--- src/rtl/lattice_pkg.sv ---
// Shared definitions for the lattice readout and injector stages.
// Provides the cell width, direction bit positions, scan FSM state
// encoding and the helper that sizes the row particle counter.
package lattice_pkg;

  // Bits per cell state; one bit per particle direction.
  localparam int CW = 4;

  // Bit position of each direction inside a cell state.
  localparam int DIR_E = 0;
  localparam int DIR_N = 1;
  localparam int DIR_W = 2;
  localparam int DIR_S = 3;

  typedef enum logic [1:0] {
    IDLE = 2'd0,
    SEND = 2'd1,
    SUM  = 2'd2
  } state_e;

  // Counter width that can hold every bit of a full row set at once.
  function automatic int cntw_f(input int ncells);
    return $clog2(ncells * CW + 1);
  endfunction

endpackage

--- src/rtl/lattice_popcount.sv ---
// Combinational population count of one W-bit cell state.
// Latency: 0 cycles (pure combinational).
// Backpressure: none; no handshake, output follows input.
// Ports: in_dat (W-bit state) -> cnt_dat (number of set bits).
module lattice_popcount
  import lattice_pkg::*;
#(
  parameter int  W  = CW,
  localparam int PW = $clog2(W + 1)
) (
  input  logic [W-1:0]  in_dat,
  output logic [PW-1:0] cnt_dat
);

  always_comb begin
    cnt_dat = '0;
    for (int i = 0; i < W; i++) begin
      cnt_dat = cnt_dat + PW'(in_dat[i]);
    end
  end

endmodule

--- src/rtl/lattice_scan.sv ---
// Snapshot one row of lattice cells and stream it out one cell per beat,
// then pulse the row's total particle count.
// Latency: first beat 1 cycle after snap; sum 1 cycle after the last beat.
// Backpressure: out_ready low stalls the stream with all outputs held; the
// cell array is never stalled because the row is copied into a shadow.
// Ports:
//   clk, rst         clock and synchronous active-high reset
//   cells, snap      packed row input and capture request
//   out_valid/out_ready/out_data/out_idx/out_last   per-cell stream
//   sum_valid, sum_count   one-cycle pulse with the row population
//   busy, overrun, clr_ovr status, sticky lost-snap flag and its clear
module lattice_scan #(
  parameter int  NCELLS = 8,
  parameter int  CW     = lattice_pkg::CW,
  localparam int IDXW   = $clog2(NCELLS),
  localparam int CNTW   = lattice_pkg::cntw_f(NCELLS)
) (
  input  logic                 clk,
  input  logic                 rst,
  input  logic [NCELLS*CW-1:0] cells,
  input  logic                 snap,
  output logic                 out_valid,
  input  logic                 out_ready,
  output logic [CW-1:0]        out_data,
  output logic [IDXW-1:0]      out_idx,
  output logic                 out_last,
  output logic                 sum_valid,
  output logic [CNTW-1:0]      sum_count,
  output logic                 busy,
  output logic                 overrun,
  input  logic                 clr_ovr
);

  import lattice_pkg::*;

  localparam int              PW       = $clog2(CW + 1);
  localparam logic [IDXW-1:0] LAST_IDX = IDXW'(NCELLS - 1);

  state_e               state_q,     state_d;
  logic [NCELLS*CW-1:0] shadow_q,    shadow_d;
  logic [IDXW-1:0]      idx_q,       idx_d;
  logic [CNTW-1:0]      acc_q,       acc_d;
  logic                 out_valid_q, out_valid_d;
  logic [CW-1:0]        out_data_q,  out_data_d;
  logic                 out_last_q,  out_last_d;
  logic                 sum_valid_q, sum_valid_d;
  logic [CNTW-1:0]      sum_count_q, sum_count_d;
  logic                 busy_q,      busy_d;
  logic                 overrun_q,   overrun_d;

  logic [PW-1:0]        beat_pop;
  logic [CNTW-1:0]      acc_sum;
  logic [IDXW-1:0]      idx_inc;

  // Population of the beat currently on the output register.
  lattice_popcount #(
    .W (CW)
  ) u_popcount (
    .in_dat  (out_data_q),
    .cnt_dat (beat_pop)
  );

  always_comb begin
    state_d     = state_q;
    shadow_d    = shadow_q;
    idx_d       = idx_q;
    acc_d       = acc_q;
    out_valid_d = out_valid_q;
    out_data_d  = out_data_q;
    out_last_d  = out_last_q;
    sum_valid_d = 1'b0;
    sum_count_d = sum_count_q;
    busy_d      = busy_q;
    overrun_d   = overrun_q;

    acc_sum = acc_q + CNTW'(beat_pop);
    idx_inc = idx_q + IDXW'(1);

    // A snap in SEND or SUM is lost; setting beats clearing.
    if (snap && (state_q != IDLE)) begin
      overrun_d = 1'b1;
    end else if (clr_ovr) begin
      overrun_d = 1'b0;
    end

    case (state_q)
      IDLE: begin
        if (snap) begin
          state_d     = SEND;
          shadow_d    = cells;
          idx_d       = '0;
          acc_d       = '0;
          out_valid_d = 1'b1;
          out_data_d  = cells[CW-1:0];
          // The row has at least two cells, so beat 0 is never last.
          out_last_d  = 1'b0;
          busy_d      = 1'b1;
        end
      end

      SEND: begin
        // out_valid is always high here, so out_ready alone is the handshake.
        if (out_ready) begin
          acc_d = acc_sum;
          if (out_last_q) begin
            state_d     = SUM;
            out_valid_d = 1'b0;
            out_last_d  = 1'b0;
            sum_valid_d = 1'b1;
            sum_count_d = acc_sum;
          end else begin
            idx_d      = idx_inc;
            out_data_d = shadow_q[int'(idx_inc)*CW +: CW];
            out_last_d = (idx_inc == LAST_IDX);
          end
        end
      end

      SUM: begin
        state_d = IDLE;
        busy_d  = 1'b0;
      end

      default: begin
        state_d     = IDLE;
        out_valid_d = 1'b0;
        out_last_d  = 1'b0;
        busy_d      = 1'b0;
      end
    endcase
  end

  always_ff @(posedge clk) begin
    if (rst) begin
      state_q     <= IDLE;
      shadow_q    <= '0;
      idx_q       <= '0;
      acc_q       <= '0;
      out_valid_q <= 1'b0;
      out_data_q  <= '0;
      out_last_q  <= 1'b0;
      sum_valid_q <= 1'b0;
      sum_count_q <= '0;
      busy_q      <= 1'b0;
      overrun_q   <= 1'b0;
    end else begin
      state_q     <= state_d;
      shadow_q    <= shadow_d;
      idx_q       <= idx_d;
      acc_q       <= acc_d;
      out_valid_q <= out_valid_d;
      out_data_q  <= out_data_d;
      out_last_q  <= out_last_d;
      sum_valid_q <= sum_valid_d;
      sum_count_q <= sum_count_d;
      busy_q      <= busy_d;
      overrun_q   <= overrun_d;
    end
  end

  assign out_valid = out_valid_q;
  assign out_data  = out_data_q;
  assign out_idx   = idx_q;
  assign out_last  = out_last_q;
  assign sum_valid = sum_valid_q;
  assign sum_count = sum_count_q;
  assign busy      = busy_q;
  assign overrun   = overrun_q;

endmodule

--- config.mk ---
export PLATFORM = sky130hd
export DESIGN_NAME = lattice_scan
export DESIGN_NICKNAME = d
export VERILOG_FILES = /design/src/rtl/lattice_pkg.sv /design/src/rtl/lattice_popcount.sv /design/src/rtl/lattice_scan.sv
export SDC_FILE = /design/constraint.sdc
export NUM_CORES = 1
export LEC_CHECK = 0
export ABC_AREA = 1
export BUFFER_PORTS_ARGS = -buffer_cell sky130_fd_sc_hd__buf_2
export CORE_UTILIZATION = 45
export DETAILED_ROUTE_END_ITERATION = 6
export PLACE_DENSITY = 0.73
export SYNTH_ARGS = -nofsm -noshare
export SYNTH_HDL_FRONTEND = slang
export SYNTH_SLANG_ARGS = --single-unit
--- constraint.sdc ---
create_clock -name clk -period 6.8 [get_ports clk]
set_input_delay 1.36 -clock clk [delete_from_list [all_inputs] [get_ports clk]]
set_output_delay 1.36 -clock clk [all_outputs]
set_load 0.02 [all_outputs]
==> results of run 1 <==
## final cells by class
| cell class | instances | area (µm²) |
|---|---|---|
| clock buffers | 14 | 173 |
| clock inverters | 2 | 10.0 |
| fillers | 562 | 2490 |
| inverters | 47 | 176 |
| multi-input cells | 266 | 1310 |
| flip-flops and latches | 58 | 1160 |
| well taps | 72 | 90.1 |
| repair buffers | 54 | 270 |
## sequential cells by signal (all words and copies together) (netlist names)
signal and flops:
out_data 4, out_idx 3, sum_valid 1, out_valid 1
overrun 1, sum_count 6, busy 1, shadow_q 32
acc_q 6, state_q 2, out_last 1
## worst paths after layout
check,startpoint,end,slack (ns),depth (start not counted)
setup / recovery,out_idx[0],out_idx[0],3.93,1
setup reg to reg,out_idx[0],out_data[0],4.16,9
hold / removal,busy,busy,0.46,2
hold reg to reg,busy,busy,0.46,2
## kinds of logic (layout without fill, tap and decap cells)
kind of cell    Yosys count  in the layout  share of synthesized area
simple gates            167            167                      0.257
compound gates           87             87                      0.167
buf+inv                  63            117                     0.0924
flops                    58             58                      0.427
fa+ha+maj                 9              9                     0.0469
xor+xnor                  3              3                    0.00966
## through the flow
step / worst slack, ns / instances / total power (W) / util
final: 3.93 / 513 / 0.000833 / 0.562
after CTS: 3.92 / 513 / 0.000839 / 0.562
after global routing: 3.84 / 513 / 0.000885 / 0.562
after floorplan: 4.44 / 387 / 0.000509 / -
after global placement: 4.02 / 497 / 0.000549 / 0.530
after detailed placement: 4.01 / 497 / 0.000551 / 0.530
## per-layer routing
metal	up-vias	track usage	part of all wire
met5	-	0	0
met3	11	0.0583	0.042
li1	1329	-	-
met2	48	0.315	0.42
met4	0	0.0929	0.020
met1	1088	0.288	0.52
## power by group through the flow
stage / Combinational (W) / Sequential, W / Clock (W)
6_report: 0.000154 / 0.000390 / 0.000289
5_1_grt: 0.000182 / 0.000393 / 0.000311
4_1_cts: 0.000155 / 0.000390 / 0.000295
3_5_place_dp: 0.000155 / 0.000397 / 0
3_3_place_gp: 0.000153 / 0.000396 / 0
2_1_floorplan: 0.000112 / 0.000397 / 0
## placed cells by master, fill, tap and decap left out, types with 4 or more instances in the layout
master     n
a21oi_1   28
buf_2     54
clkbuf_8  12
dfxtp_1   58
ha_1       7
inv_1     42
inv_2      4
nand2_1   64
nand2_4    4
nand3_1   14
nor2_1    82
o211ai_1   7
o21ai_0   51
==> results.rst, run 1 <==
.. list-table::
   :header-rows: 1

   * - Metric
     - Value
   * - Crit path required time
     - 5.44 ns
   * - Design Area, Final
     - 3190 µm²
   * - Num CTS Buffers
     - 9
   * - Initial Util
     - 0.479
   * - Largest driver fanout on the critical path
     - 30
   * - Total of flip-flops plus latches after synthesis
     - 58
   * - Worst hold path type
     - flop to flop
   * - Number of synthesis warnings
     - 0
   * - Period utilization
     - 0.422
   * - Detailed placement HPWL
     - 4.32 mm
   * - Die outline height
     - 79.8 µm
   * - Count of H-tree levels built during CTS
     - 3
   * - CTS resizes
     - 0
   * - Average wire per cell in the routed design
     - 11.5 µm
   * - Element type at the critical path end
     - primary output
   * - Horizontal extent of the die
     - 79.8 µm
   * - Worst vdd ir
     - 0.140 mV
   * - Antenna violations before repair
     - 0
   * - Final estimated routing congestion in global placement
     - 0.819
   * - Commonest cells in the netlist
     - nor2_1, nand2_1, dfxtp_1
   * - Most frequently used flop master after synthesis
     - dfxtp_1
   * - CTS tree
     - done
   * - Via count
     - 2476
   * - Max-cap viol count
     - 0
   * - Final Critical Period
     - 2.87 ns
   * - Residual overflow from global routing
     - 0
   * - Number of failing hold endpoints at the final stage
     - 0
   * - Area of the core
     - 5680 µm²
   * - Clock Skews
     - 0.00752 ns
   * - Buffer count from post-CTS setup fixing
     - 0
   * - Setup TNS
     - 0 ns
   * - Final count of pins violating max slew
     - 0
   * - Avg Cell Area, Syn
     - 7.03 µm²
   * - Global routing usage summed across all routing layers
     - 0.212
   * - Combinational power share
     - 0.185
   * - Part of the power in registers
     - 0.468
   * - Post-route antenna net violation count
     - 0
   * - Synthesized Nets
     - 433
   * - Net switching component of the power
     - 0.000247 W
   * - Internal
     - 0.000586 W
   * - Post-synth EDFFs
     - 0
   * - Cell area after synthesis
     - 2720 µm²
   * - Std-Cell Rows
     - 27
   * - Clk Latency, worst-skew pair
     - 0.33 ns
   * - Number of vias per cell after detailed routing
     - 4.83
   * - Global-route wire length before repair
     - 10.3 mm
   * - Iteration-0 DRC Markers
     - 123
   * - Crit path max-delay cell type
     - dfxtp_1
   * - Status
     - finished clean
   * - CP Launch Type
     - flop
   * - Synth Instances
     - 387
   * - Number of top-level pins
     - 55
   * - Port Buffers
     - 54
   * - Area growth syn-to-layout
     - 17.2%
   * - Cell-by-cell trace of the critical path
     - buf_2
   * - Share of the yosys chip area belonging to registers
     - 0.427
   * - Drt drc
     - 0
   * - Buf/Inv on CP
     - 1
   * - Async SR Flop Fraction
     - 0
   * - Number of hold buffers added after cts
     - 0
   * - Clk slew on worst S/H paths
     - 0.06 ns
   * - Die area
     - 6360 µm²
   * - Max Fclk
     - 349 MHz
   * - Unrepaired setup endpoints after global routing
     - false
   * - Clk pwr share
     - 0.347
   * - Final Routed Wirelength
     - 5.88 mm
   * - Number of search-and-repair iterations in the first detailed-routing pass
     - 4
   * - Number of global-route vias before repair
     - 2289
   * - Clock Tree Root
     - clkbuf_8
   * - Arrival time at the worst endpoint
     - 1.51 ns
   * - Power Dens Cells
     - 261 nW/µm²
   * - Final setup violating endpoints
     - 0
   * - Final Hold Slack
     - 0.461 ns
   * - Actual transition at the worst max-transition pin
     - 0.905 ns
   * - Most frequent cell after synthesis
     - nor2_1
   * - Switching share of power
     - 0.296
   * - Cell class contributing the biggest share of worst-path delay
     - flip-flops
   * - Yosys top cell area share
     - 0.427
   * - Number of nets at the end of the flow
     - 482
   * - Relative slew slack
     - 0.396
   * - Largest net degree at the start of global routing
     - 47
   * - Library cell occupying the most area in the post-synthesis netlist
     - dfxtp_1
   * - Slowest Stage Delay on Critical Path
     - 0.88 ns
   * - Clock Path Buffers
     - 2
   * - Ant diodes
     - 0
   * - Main area contributors after synthesis
     - dfxtp_1, nor2_1, o21ai_0
   * - Layout cell share with drive strength beyond 1
     - 0.177
   * - Distinct cell type count of the synthesized netlist
     - 23
   * - CTS sink count
     - 58
   * - Type of the worst setup path
     - flop to primary output
   * - Area post-placement
     - 3010 µm²
   * - Reported leakage power
     - 1.56 nW
Power figures use the tool's default switching activity.
==> run 2: changes to the inputs <==
--- a/config.mk
+++ b/config.mk
@@ -5,11 +5,11 @@
 export SDC_FILE = /design/constraint.sdc
 export NUM_CORES = 1
 export LEC_CHECK = 0
-export ABC_AREA = 1
+export ABC_AREA = 0
 export BUFFER_PORTS_ARGS = -buffer_cell sky130_fd_sc_hd__buf_2
 export CORE_UTILIZATION = 45
 export DETAILED_ROUTE_END_ITERATION = 6
-export PLACE_DENSITY = 0.73
+export PLACE_DENSITY = 0.74
 export SYNTH_ARGS = -nofsm -noshare
 export SYNTH_HDL_FRONTEND = slang
 export SYNTH_SLANG_ARGS = --single-unit
==> constraint.sdc (replaced) <==
create_clock -name clk -period 2.8 [get_ports clk]
set_input_delay 0.56 -clock clk [delete_from_list [all_inputs] [get_ports clk]]
set_output_delay 0.56 -clock clk [all_outputs]
set_load 0.02 [all_outputs]
==> results.rst, run 2 <==
.. list-table::
   :header-rows: 1

   * - Metric
     - Value
   * - Avg Cell Area, Syn
     - 8.85 µm² (+26%)
   * - Post-route antenna net violation count
     - 0 (unchanged)
   * - Max-cap viol count
     - 0 (unchanged)
   * - Commonest cells in the netlist
     - nand2_1, dfxtp_1, a21oi_1
   * - Clk pwr share
     - 0.433 (+0.086)
   * - Number of vias per cell after detailed routing
     - 5.23 (+8.4%)
   * - Final-layout fill cell count
     - 520 (-7.5%)
   * - Number of global-route vias before repair
     - 2012 (-12%)
   * - Number of top-level pins
     - 55 (unchanged)
   * - Max Fclk
     - 393 MHz
   * - Cell-by-cell trace of the critical path
     - ha_1, inv_1, fa_1, inv_1, ha_1, ha_1, a21o_1, a21oi_2, or3_1, a311oi_2
   * - Main area contributors after synthesis
     - dfxtp_1, nand2_1, a21oi_1
   * - Ant diodes
     - 0 (unchanged)
   * - Global routing usage summed across all routing layers
     - 0.201 (-0.0112)
   * - CTS tree
     - done
   * - Drt drc
     - 0 (unchanged)
   * - Global-route wire length before repair
     - 9.42 mm (-8.8%)
   * - Highest-count cells in the layout ignoring fill and taps
     - nand2_1, dfxtp_1, buf_2
   * - Buf/Inv on CP
     - 2 (+1)
   * - Final Routed Wirelength
     - 5.63 mm (-4.4%)
   * - Type of the worst setup path
     - flop to flop
   * - Via count
     - 2219 (-10%)
   * - Most frequent cell after synthesis
     - nand2_1
   * - Async SR Flop Fraction
     - 0 (unchanged)
   * - Detailed placement HPWL
     - 4.01 mm (-7.1%)
   * - Crit path max-delay cell type
     - or3_1
   * - Number of failing hold endpoints at the final stage
     - 0 (unchanged)
   * - Status
     - finished clean
   * - Final setup violating endpoints
     - 0 (unchanged)
   * - Antenna violations before repair
     - 0 (unchanged)
   * - Count of H-tree levels built during CTS
     - 3 (unchanged)
   * - Slowest Stage Delay on Critical Path
     - 0.36 ns (-0.52 ns)
   * - Setup TNS
     - 0 ns (unchanged)
   * - Die outline height
     - 78.6 µm (-1.5%)
   * - Internal
     - 0.00148 W (+150%)
   * - Clock Tree Root
     - clkbuf_8
   * - Area of the core
     - 5570 µm² (-1.8%)
   * - Cell area after synthesis
     - 2640 µm² (-3.0%)
   * - Worst hold path type
     - flop to flop
   * - Worst reg2reg startpoint
     - out_data[0]
   * - Setup slack of the worst register-to-register path
     - 0.25 ns (-3.91 ns)
   * - Most frequent standard cell in the layout excluding fill and tap cells
     - nand2_1
   * - Actual transition at the worst max-transition pin
     - 0.596 ns (-0.309 ns)
   * - Reported leakage power
     - 1.34 nW (-14%)
   * - Worst Hold End
     - shadow_q[20]
   * - Clock Skews
     - 0.00714 ns (-0.000374 ns)
   * - Part of the power in registers
     - 0.454 (-0.014)
   * - Element type at the critical path end
     - flop
   * - Unrepaired setup endpoints after global routing
     - false
   * - Start point of the worst hold path
     - shadow_q[20]
   * - Final count of pins violating max slew
     - 0 (unchanged)
   * - Residual overflow from global routing
     - 0 (unchanged)
   * - Reg2Reg Depth
     - 10 (+1)
   * - Die area
     - 6170 µm² (-3.0%)
   * - Cell class contributing the biggest share of worst-path delay
     - adder cells
   * - Number of nets at the end of the flow
     - 393 (-18%)
   * - Clk slew on worst S/H paths
     - 0.06 ns (about the same)
   * - Share of the yosys chip area belonging to registers
     - 0.440 (+0.0134)
   * - Distinct cell type count of the synthesized netlist
     - 41 (+78%)
   * - Sequential standard cell area
     - 1160 µm² (unchanged)
   * - Total of flip-flops plus latches after synthesis
     - 58 (unchanged)
   * - CTS sink count
     - 58 (unchanged)
   * - Endpoint of the worst register-to-register path
     - sum_count[5]
   * - Power Total
     - 0.00195 W (+130%)
   * - Arrival time at the worst endpoint
     - 2.80 ns (+1.29 ns)
   * - Area growth syn-to-layout
     - 18.2%
   * - Cell with the most instances on the worst path
     - ha_1
   * - Synth Instances
     - 298 (-23%)
   * - Clk Latency, worst-skew pair
     - 0.34 ns (about the same)
   * - Library cell occupying the most area in the post-synthesis netlist
     - dfxtp_1
   * - CP Launch Type
     - flop
   * - Most frequently used flop master after synthesis
     - dfxtp_1
   * - Layout cell share with drive strength beyond 1
     - 0.230 (+0.0532)
   * - Largest net degree at the start of global routing
     - 37 (-21%)
   * - Synthesized Nets
     - 344 (-21%)
   * - Relative slew slack
     - 0.603 (+0.207)
   * - Port Buffers
     - 54 (unchanged)
   * - Period utilization
     - 0.910
   * - Std-Cell Rows
     - 27 (unchanged)
   * - Largest register FFs
     - 32 (unchanged)
   * - Power Dens Cells
     - 626 nW/µm² (+140%)
   * - Footprint of the multi-input gates
     - 1330 µm² (+1.5%)
   * - Switching share of power
     - 0.241 (-0.0556)
   * - Register bank with the most flops
     - shadow_q
   * - Number of search-and-repair iterations in the first detailed-routing pass
     - 5 (+1)
   * - Final Critical Period
     - 2.55 ns
   * - Placement Setup Slack
     - 0.170 ns (-3.84 ns)
   * - Number of synthesis warnings
     - 0 (unchanged)
   * - Cells on Worst Hold Path
     - 2 (unchanged)
   * - Combinational power share
     - 0.113 (-0.072)
   * - Horizontal extent of the die
     - 78.6 µm (-1.5%)
   * - Largest driver fanout on the critical path
     - 6 (-80%)
   * - Average wire per cell in the routed design
     - 13.3 µm (+16%)
   * - Iteration-0 DRC Markers
     - 121 (-1.6%)
   * - Worst vdd ir
     - 0.413 mV (+190%)
   * - Num CTS Buffers
     - 9 (unchanged)
   * - Buffer count from post-CTS setup fixing
     - 0 (unchanged)
   * - Final estimated routing congestion in global placement
     - 0.875 (+6.8%)
   * - Clock Path Buffers
     - 2 (unchanged)
   * - Yosys top cell area share
     - 0.440 (+0.0134)
   * - Final setup margin
     - 0.252 ns (-3.68 ns)
   * - Initial Util
     - 0.473 (-0.00610)
   * - Post-synth EDFFs
     - 0 (unchanged)
   * - Crit path required time
     - 3.05 ns (-2.39 ns)
   * - Net switching component of the power
     - 0.000470 W (+90%)
==> run 2: repair_timing <==
action / in CTS / in global routing
setup endpoints to repair: 0 / 1
resized for setup: 0 / 1
hold buffers: 0 / 0
==> run 2: per-stage QoR <==
step                cell area (µm²)  utilization  hold slack [ns]  cells
finish                         3120        0.560            0.454    424
global route                   3120        0.560            0.446    424
CTS                            3120        0.559            0.448    424
detailed placement             2900        0.521            0.448    408
global placement               2900        0.521            0.439    408
floorplan                      2640            -            0.432    298
==> run 2: area by class of cell <==
class / instances / share of cell area
clock inverters: 2 / 0.0193
flip-flops and latches: 58 / 0.372
inverters: 7 / 0.00842
clock buffers: 14 / 0.0489
multi-input cells: 213 / 0.426
repair buffers: 58 / 0.0963
well taps: 72 / 0.0289
==> run 2: cells by family after synthesis <==
| logic type | after synthesis | synth area share |
|---|---|---|
| adders and majority gates | 9 | 0.0484 |
| AOI/OAI and AO/OA | 78 | 0.171 |
| xor gates and xnor gates | 3 | 0.00996 |
| buffers and inverters | 27 | 0.0602 |
| muxes | 8 | 0.0725 |
| and+or+nand+nor | 115 | 0.198 |
| DFF | 58 | 0.440 |
==> run 2: how the worst max path moves through the flow <==
| stage | from | to | slack [ns] | cells past startpoint |
|---|---|---|---|---|
| after detailed placement | out_data[0] | sum_count[5] | 0.17 | 10 |
| after CTS | out_data[0] | sum_count[5] | 0.16 | 10 |
| after global placement | out_data[0] | sum_count[5] | 0.23 | 10 |
| after floorplan | out_data[0] | sum_count[5] | 0.26 | 10 |
| after global routing | out_data[1] | acc_q[4] | 0.11 | 10 |
| final | out_data[0] | sum_count[5] | 0.25 | 10 |
==> run 2: power groups by stage <==
stage                     clock network (W)  registers (W)  logic (W)
after CTS                          0.000853       0.000886   0.000222
after global routing               0.000900       0.000890   0.000248
after floorplan                           0       0.000909   0.000146
final                              0.000845       0.000886   0.000222
after global placement                    0       0.000902   0.000218
after detailed placement                  0       0.000905   0.000222
==> run 2: layer usage <==
| metal | wire [µm] | up-vias | part of all wire | global-route usage |
|---|---|---|---|---|
| li1 | - | 1130 | - | - |
| met1 | 2600 | 1022 | 0.46 | 0.257 |
| met2 | 2680 | 56 | 0.48 | 0.314 |
| met3 | 250 | 11 | 0.044 | 0.0605 |
| met4 | 92 | 0 | 0.016 | 0.0852 |
| met5 | 0 | - | 0 | 0 |
==> run 2: worst min-delay path, stage by stage, from the launching register on <==
cell and delay, ns:
dfxtp_1 0.31, nand2_1 0.05, a21oi_1 0.05
